$ cat config.mk
export PLATFORM = sky130hd
export DESIGN_NAME = arduino_tx_link
export DESIGN_NICKNAME = d
export VERILOG_FILES = /design/src/rtl/arduino_tx_link_pkg.sv /design/src/rtl/arduino_tx_link_sync_ff.sv /design/src/rtl/arduino_tx_link.sv
export SDC_FILE = /design/constraint.sdc
export NUM_CORES = 1
export LEC_CHECK = 0
export ABC_AREA = 1
export ABC_CLOCK_PERIOD_IN_PS = 1800
export CORE_UTILIZATION = 30
export CTS_BUF_LIST = sky130_fd_sc_hd__clkbuf_8
export CTS_CLUSTER_SIZE = 24
export DETAILED_ROUTE_END_ITERATION = 8
export SYNTH_ARGS = -nofsm -noshare
export SYNTH_HDL_FRONTEND = slang
export SYNTH_HIERARCHICAL = 1
export SYNTH_SLANG_ARGS = --single-unit
$ cat constraint.sdc
create_clock -name clk_i -period 1.8 [get_ports clk_i]
set_input_delay 0.36 -clock clk_i [delete_from_list [all_inputs] [get_ports clk_i]]
set_output_delay 0.36 -clock clk_i [all_outputs]
set_load 0.02 [all_outputs]
$ cat src/rtl/arduino_tx_link_pkg.sv
// -----------------------------------------------------------------------------
// arduino_tx_link_pkg
// Shared definitions for the FPGA/Arduino parallel link (transmit and receive
// sides): handshake state encoding, default link dimensions and a small
// counter-width helper.
// -----------------------------------------------------------------------------
package arduino_tx_link_pkg;

  typedef enum logic [1:0] {
    IDLE    = 2'd0,
    SETUP   = 2'd1,
    STROBE  = 2'd2,
    RELEASE = 2'd3
  } link_state_e;

  localparam int DATA_W_DEF      = 12;
  localparam int SETUP_CYC_DEF   = 4;
  localparam int TIMEOUT_CYC_DEF = 50000;
  localparam int SYNC_STAGES_DEF = 2;

  // Width of a counter that must hold values 0 .. n-1 (at least 1 bit).
  function automatic int cnt_w(input int n);
    return (n > 1) ? $clog2(n) : 1;
  endfunction

endpackage

$ cat src/rtl/arduino_tx_link_sync_ff.sv
// -----------------------------------------------------------------------------
// arduino_tx_link_sync_ff
// Flop-chain synchronizer for asynchronous Arduino inputs.
// Ports:
//   clk_i  in   system clock, rising edge
//   reset  in   synchronous active-high reset, clears every stage
//   d      in   asynchronous input
//   q      out  input after STAGES flops
// -----------------------------------------------------------------------------
module arduino_tx_link_sync_ff
  import arduino_tx_link_pkg::*;
#(
  parameter int STAGES = SYNC_STAGES_DEF,
  parameter int W      = 1
) (
  input  logic         clk_i,
  input  logic         reset,
  input  logic [W-1:0] d,
  output logic [W-1:0] q
);

  logic [STAGES-1:0][W-1:0] chain;

  always_ff @(posedge clk_i) begin
    if (reset) begin
      chain <= '0;
    end else begin
      chain <= {chain[STAGES-2:0], d};
    end
  end

  assign q = chain[STAGES-1];

endmodule

$ cat src/rtl/arduino_tx_link.sv
// -----------------------------------------------------------------------------
// arduino_tx_link
// Transmit side of the FPGA/Arduino parallel link. Accepts one word at a time
// over valid/ready and presents it to the Arduino with a four-phase
// request/acknowledge handshake (dataf_o = request, ack_i = acknowledge).
// Ports:
//   clk_i      in   system clock, rising edge
//   reset      in   synchronous active-high reset
//   data_i     in   word to send
//   send_i     in   valid: a word is offered
//   ready_o    out  block can accept a word (IDLE)
//   arduino_o  out  parallel bus to the Arduino, stable while busy
//   dataf_o    out  data flag (request) to the Arduino
//   ack_i      in   asynchronous acknowledge from the Arduino
//   done_o     out  one-cycle pulse on normal completion
//   timeout_o  out  one-cycle pulse when a transaction is aborted
//
// state   | meaning
// IDLE    | waiting for send_i, ready_o high
// SETUP   | word driven, waiting setup time and for ack_s low
// STROBE  | dataf_o high, waiting for ack_s high
// RELEASE | dataf_o low, waiting for ack_s low to finish
// -----------------------------------------------------------------------------
module arduino_tx_link
  import arduino_tx_link_pkg::*;
#(
  parameter int DATA_W      = DATA_W_DEF,
  parameter int SETUP_CYC   = SETUP_CYC_DEF,
  parameter int TIMEOUT_CYC = TIMEOUT_CYC_DEF,
  parameter int SYNC_STAGES = SYNC_STAGES_DEF
) (
  input  logic              clk_i,
  input  logic              reset,
  input  logic [DATA_W-1:0] data_i,
  input  logic              send_i,
  output logic              ready_o,
  output logic [DATA_W-1:0] arduino_o,
  output logic              dataf_o,
  input  logic              ack_i,
  output logic              done_o,
  output logic              timeout_o
);

  localparam int PH_W = cnt_w(SETUP_CYC);
  localparam int TO_W = cnt_w(TIMEOUT_CYC);
  localparam logic [PH_W-1:0] PH_LAST = PH_W'(SETUP_CYC - 1);
  localparam logic [TO_W-1:0] TO_LAST = TO_W'(TIMEOUT_CYC - 1);

  link_state_e     state;
  logic [PH_W-1:0] ph_cnt;
  logic [TO_W-1:0] to_cnt;
  logic            ack_s;

  arduino_tx_link_sync_ff #(
    .STAGES (SYNC_STAGES),
    .W      (1)
  ) u_ack_sync (
    .clk_i (clk_i),
    .reset (reset),
    .d     (ack_i),
    .q     (ack_s)
  );

  always_ff @(posedge clk_i) begin
    if (reset) begin
      state     <= IDLE;
      ph_cnt    <= '0;
      to_cnt    <= '0;
      arduino_o <= '0;
      dataf_o   <= 1'b0;
      done_o    <= 1'b0;
      timeout_o <= 1'b0;
      ready_o   <= 1'b0;
    end else begin
      done_o    <= 1'b0;
      timeout_o <= 1'b0;

      // Timeout counter runs while busy; it stops at its last value so it can
      // never wrap, and is cleared again on the next acceptance.
      if (state != IDLE && to_cnt != TO_LAST) begin
        to_cnt <= to_cnt + TO_W'(1);
      end

      unique case (state)
        IDLE: begin
          ready_o <= 1'b1;
          if (send_i && ready_o) begin
            arduino_o <= data_i;
            ph_cnt    <= '0;
            to_cnt    <= '0;
            ready_o   <= 1'b0;
            state     <= SETUP;
          end
        end

        SETUP: begin
          // Phase count saturates so a stale ack only delays the strobe
          // instead of missing the setup-done compare forever.
          if (ph_cnt != PH_LAST) begin
            ph_cnt <= ph_cnt + PH_W'(1);
          end
          if (ph_cnt == PH_LAST && !ack_s) begin
            dataf_o <= 1'b1;
            state   <= STROBE;
          end else if (to_cnt == TO_LAST) begin
            state     <= IDLE;
            ready_o   <= 1'b1;
            timeout_o <= 1'b1;
          end
        end

        STROBE: begin
          if (ack_s) begin
            dataf_o <= 1'b0;
            state   <= RELEASE;
          end else if (to_cnt == TO_LAST) begin
            dataf_o   <= 1'b0;
            state     <= IDLE;
            ready_o   <= 1'b1;
            timeout_o <= 1'b1;
          end
        end

        RELEASE: begin
          // Completion is checked first so it wins a tie with the timeout.
          if (!ack_s) begin
            state   <= IDLE;
            ready_o <= 1'b1;
            done_o  <= 1'b1;
          end else if (to_cnt == TO_LAST) begin
            state     <= IDLE;
            ready_o   <= 1'b1;
            timeout_o <= 1'b1;
          end
        end

        default: begin
          dataf_o <= 1'b0;
          ready_o <= 1'b0;
          state   <= IDLE;
        end
      endcase
    end
  end

endmodule

==> Word level (Yosys, flattened, before mapping) <==
Index checks and enable logic that the tools add are counted.
{ "totals": {"ff_bits": 38, "inputBits": 16, "wordCells": 67} }
{ "classes": {"add_sub_neg": 2, "eq_ne": 13, "mux": 28, "bitwise_logic": 1, "reduce_logical": 13} }
{ "ops": {"columns": ["op", "count"], "rows": [
  ["$mux 16", 3],
  ["$add 16x1->16 const B", 1],
  ["$eq 16x16->1 const B", 1],
  ["$ne 16x16->1 const B", 1],
  ["$mux 2", 7],
  ["$mux 1", 13],
  ["$ne 2x2->1 const B", 6],
  ["$pmux 2 s4", 1],
  ["$eq 2x2->1 const B", 3],
  ["$reduce_and 3->1", 2],
  ["$reduce_bool 2->1", 3],
  ["$pmux 1 s4", 1],
  ["$pmux 2 s2", 1],
  ["$reduce_and 2->1", 2],
  ["$logic_and 1x1->1", 3],
  ["$ne 3x2->1 const B", 1],
  ["$pmux 1 s3", 1],
  ["$add 2x1->2 const B", 1],
  ["$eq 2x1->1 const B", 1],
  ["$logic_not 2->1", 1],
  ["$pmux 1 s2", 1],
  ["$reduce_or 2->1", 1],
  ["$logic_not 1->1", 1],
  ["$not 1->1", 1]
]} }

==> Logic depth before layout (Yosys ltp) <==
{ "logic_depth": {"ltp_word": 5, "mapped_depth": 10} }

==> Cells and area by module <==
Netlist, hierarchy kept.
{ "modules_own_cells": {"columns": ["mod", "instances", "cells_each", "area_per_inst_um2"], "rows": [
  ["arduino_tx_link", 1, 295, 1926.8],
  ["arduino_tx_link_sync_ff", 1, 6, 55.1]
]} }

==> Worst setup path after synthesis <==
No wires, ideal clock.
{ "synth_path": {"path_type": "register -> register", "from": "register to_cnt[0]", "to": "register to_cnt[14]", "setup_time_ns": 0.132, "arrival_ns": 1.376, "required_time_ns": 1.668, "slack_ns": 0.292, "path_stages_with_launch": 10, "path_buffers": 1, "period_less_slack_ns": 1.508, "path_cell_list": "dfxtp_1 > ha_1 > nand3_1 > nor2_2 > nand2_4 > nand2_4 > inv_2 > buf_6 > nand2_1 > a21oi_1"} }
{ "synth_between": {"elab_chain_cells": 5, "elab_cells_between_ends": 6, "classes_between": "add/sub: 1; eq/ne: 1; mux: 3; reduce/logical: 1"} }
{ "synth_lines": {"columns": ["element", "line_no", "rtl"], "rows": [
  ["start, declared", "arduino_tx_link.sv:51", "logic [TO_W-1:0] to_cnt;"],
  ["start signal, assigned", "arduino_tx_link.sv:81", "to_cnt <= to_cnt + TO_W'(1);"],
  ["parallel branches: the longest is 2 deep, another holds $add 16x1->16", null, null],
  ["$mux 16 *", "arduino_tx_link.sv:80", "if (state != IDLE && to_cnt != TO_LAST) begin"],
  ["$mux 16", "arduino_tx_link.sv:87", "if (send_i && ready_o) begin"],
  ["$mux 16 *", "arduino_tx_link.sv:84", "unique case (state)"]
]} }
Every way passes the cells marked *.
A chain may end at the register's enable or synchronous reset.

==> Worst setup path after layout <==
{ "layout_path": {"from": "register ready_o", "to": "output port ready_o"} }
{ "layout_lines": {"columns": ["element", "line_no", "rtl"], "rows": [
  ["start, declared", "arduino_tx_link.sv:36", "output logic ready_o,"],
  ["start signal, assigned", "arduino_tx_link.sv:73", "ready_o <= 1'b0;"],
  ["start signal, assigned", "arduino_tx_link.sv:86", "ready_o <= 1'b1;"],
  ["start signal, assigned", "arduino_tx_link.sv:91", "ready_o <= 1'b0;"]
]} }
No word-level cell between the ends.

==> results.py <==
metrics = {
    "outcome": {
        "outcome": "complete, no violations",
    },
    "place": {
        "place_hpwl_mm": 3.40,
        "numPortBuffers": 31,
        "place.gp.congestion": 0.772,
    },
    "min_path": {
        "min_path_type": "flop to flop",
    },
    "clock_network": {
        "clk_latency_ns": 0.30,
        "ctsResizeCount": 0,
        "clockBufferDepth": 2,
        "postCtsHoldBufs": 0,
        "clkSlewWorstSetupHoldPaths_ns": 0.09,
        "cts_max_level": 2,
        "clock-root-buffer": "clkbuf_8",
        "post_cts_buffers": 0,
        "clkSinkCount": 38,
        "cts_made_buffers": 5,
        "cts_tree": "built",
    },
    "worst_setup_path": {
        "worstPathRequired_ns": 1.44,
        "cp-end-kind": "output pin",
        "crit_type": "flop to output pin",
        "crit_slowest_cell": "clkdlybuf4s50_1",
        "critPathTopFamily": "buffers and inverters",
        "worstPathMaxFanout": 4,
        "worstPathArrival_ns": 1.31,
        "max_stage_delay_ns": 0.62,
        "cp_cell_sequence": "clkdlybuf4s50_1",
        "cp-start-kind": "flop",
        "path_buf_inv": 1,
    },
    "run": {
        "max_cap_viol_count": 0,
    },
    "global_routing": {
        "antenna_found_initial": 0,
        "grt_pass1_vias": 1970,
        "grt_pass1_wl_mm": 8.46,
        "overflow": 0,
        "grt_use_total_pct": 14.6,
        "grt_max_degree": 20,
    },
    "detailed_routing": {
        "viasPerCell": 4.70,
        "firstDrtPassIters": 4,
        "vias": 1955,
        "routed_wl_mm": 4.69,
        "avgRoutedWirePerCell_um": 11.3,
        "ant_nets": 0,
        "drtIter0Drc": 103,
        "route.detailed.drc": 0,
    },
    "synthesis": {
        "syn_area_per_cell_um2": 6.58,
        "ys_seq_area_share_pct": 38.4,
        "synth.top_cell.area_share_pct": 38.4,
        "yosysMostFrequentCell": "nand2_1",
        "syn_area_um2": 1980,
        "synth_fp_nets": 323,
        "synthArstFlopShare_pct": 0,
        "ys_types": 24,
        "yosys_warnings": 6,
        "synth_top_area_cell": "dfxtp_1",
        "ys.flop_type": "dfxtp_1",
        "postSynthCellCount": 301,
        "ys_seq_elements": 38,
        "synth_commonest_cells": "nand2_1, dfxtp_1, nor2_1, inv_1, a21oi_1",
        "synth-edff-count": 0,
        "synth_area_leaders": "dfxtp_1, nand2_1, a21oi_1",
    },
    "sta": {
        "clock_skew_ns": 0.00867,
        "final-setup-viol-count": 0,
        "drv_slew": 0,
        "period_minus_slack_ns": 1.67,
        "slew-limit-headroom_pct": 79.6,
        "max_freq_mhz": 601,
        "period_share_pct": 92.5,
        "setup_tns_ns": 0,
        "finalHoldViolations": 0,
        "tightest_slew_ns": 0.304,
        "rsz0062_at_grt": "false",
    },
    "pwr": {
        "powerDensity_nw_per_um2": 830,
        "power_mw": 2.08,
        "p_leak_nw": 1.02,
        "ir_worst_vdd_uv": 430,
    },
    "floorplanning": {
        "row_count": 29,
        "initial_core_util_pct": 31.2,
        "dieArea_um2": 6940,
        "dieWidth_um": 83.3,
        "core_area_um2": 6350,
        "dieHeight_um": 83.3,
        "io_pins": 32,
    },
    "final_layout": {
        "fillers": 698,
        "area_growth_pct": 26.3,
        "post_route_cells_drive_above_1_share_pct": 6.78,
        "n_antenna_cell": 0,
        "nNetsFinal": 360,
    },
}
placed cells by master, fill, tap and decap left out, drive strengths merged:
cell / instances
a21oi: 30
buf: 8
bufinv: 1
clkbuf: 5
clkdlybuf4s50: 31
clkinvlp: 2
dfxtp: 38
ha: 6
inv: 32
nand2: 104
nand3: 22
nand4: 7
nor2: 34
nor3b: 1
nor4: 1
o211a: 1
o211ai: 1
o21ai: 9
or2: 2
xnor2: 2
xor2: 2
registers in the layout, summed over array words and instances (netlist names):
| register | count |
|---|---|
| u_ack_sync/q | 1 |
| arduino_o | 12 |
| done_o | 1 |
| state | 2 |
| to_cnt | 16 |
| ph_cnt | 2 |
| ready_o | 1 |
| dataf_o | 1 |
| u_ack_sync/chain | 1 |
| timeout_o | 1 |
logic make-up (layout without fill, tap and decap cells):
group                    count (synthesis)  count (layout)  synth area share [%]
AND/OR/NAND/NOR                        171             171                  36.2
AO/OA/AOI/OAI                           41              41                  10.7
buffers and inverters                   41              79                  9.09
flip-flops                              38              38                  38.4
adder cells (fa/ha/maj)                  6               6                  3.79
XOR/XNOR                                 4               4                  1.77
metrics by stage:
stage	std cells	hold slack, ns	worst slack (ns)	area [µm²]	util [%]
finish	416	0.406	0.135	2500	39.4
global route	416	0.441	0.0261	2500	39.4
CTS	416	0.408	0.110	2500	39.4
detailed placement	408	0.396	0.222	2390	37.6
global placement	408	0.388	0.246	2390	37.6
floorplan	301	0.388	0.292	1980	-
layer usage:
| layer | track usage (%) | routed length (µm) |
|---|---|---|
| met5 | 0 | 0 |
| met4 | 3.92 | 39 |
| met3 | 4.37 | 259 |
| met2 | 25.6 | 2250 |
| met1 | 17.1 | 2140 |
area by class of cell:
class	instances	area [µm²]	area share [%]
Sequential cell	38	761	30.4
Clock inverter	3	45.0	1.80
Multi-Input combinational cell	222	1040	41.6
Inverter	32	120	4.80
Clock buffer	5	68.8	2.75
Tap cell	77	96.3	3.85
Timing Repair Buffer	39	370	14.8
where the power goes:
| part | leakage [nW] | total [mW] | switching [mW] | internal, mW |
|---|---|---|---|---|
| combinational | 0.659 | 0.416 | 0.249 | 0.168 |
| clock | 0.0504 | 0.741 | 0.329 | 0.412 |
| sequential | 0.308 | 0.919 | 0.0337 | 0.885 |
worst min-delay path, cell delays in order (launching register included):
cell and delay, ns:
dfxtp_1 0.31, inv_1 0.04, nor2_1 0.03
path summary, 6_finish.rpt:
path / startpoint / end / slack (ns) / depth (start not counted)
min: u_ack_sync/chain[0] / u_ack_sync/q / 0.41 / 2
max: ready_o / ready_o / 0.13 / 1
min reg2reg: u_ack_sync/chain[0] / u_ack_sync/q / 0.41 / 2
max reg2reg: to_cnt[1] / to_cnt[1] / 0.23 / 8
Note: power is estimated with default switching activity, not from simulation.
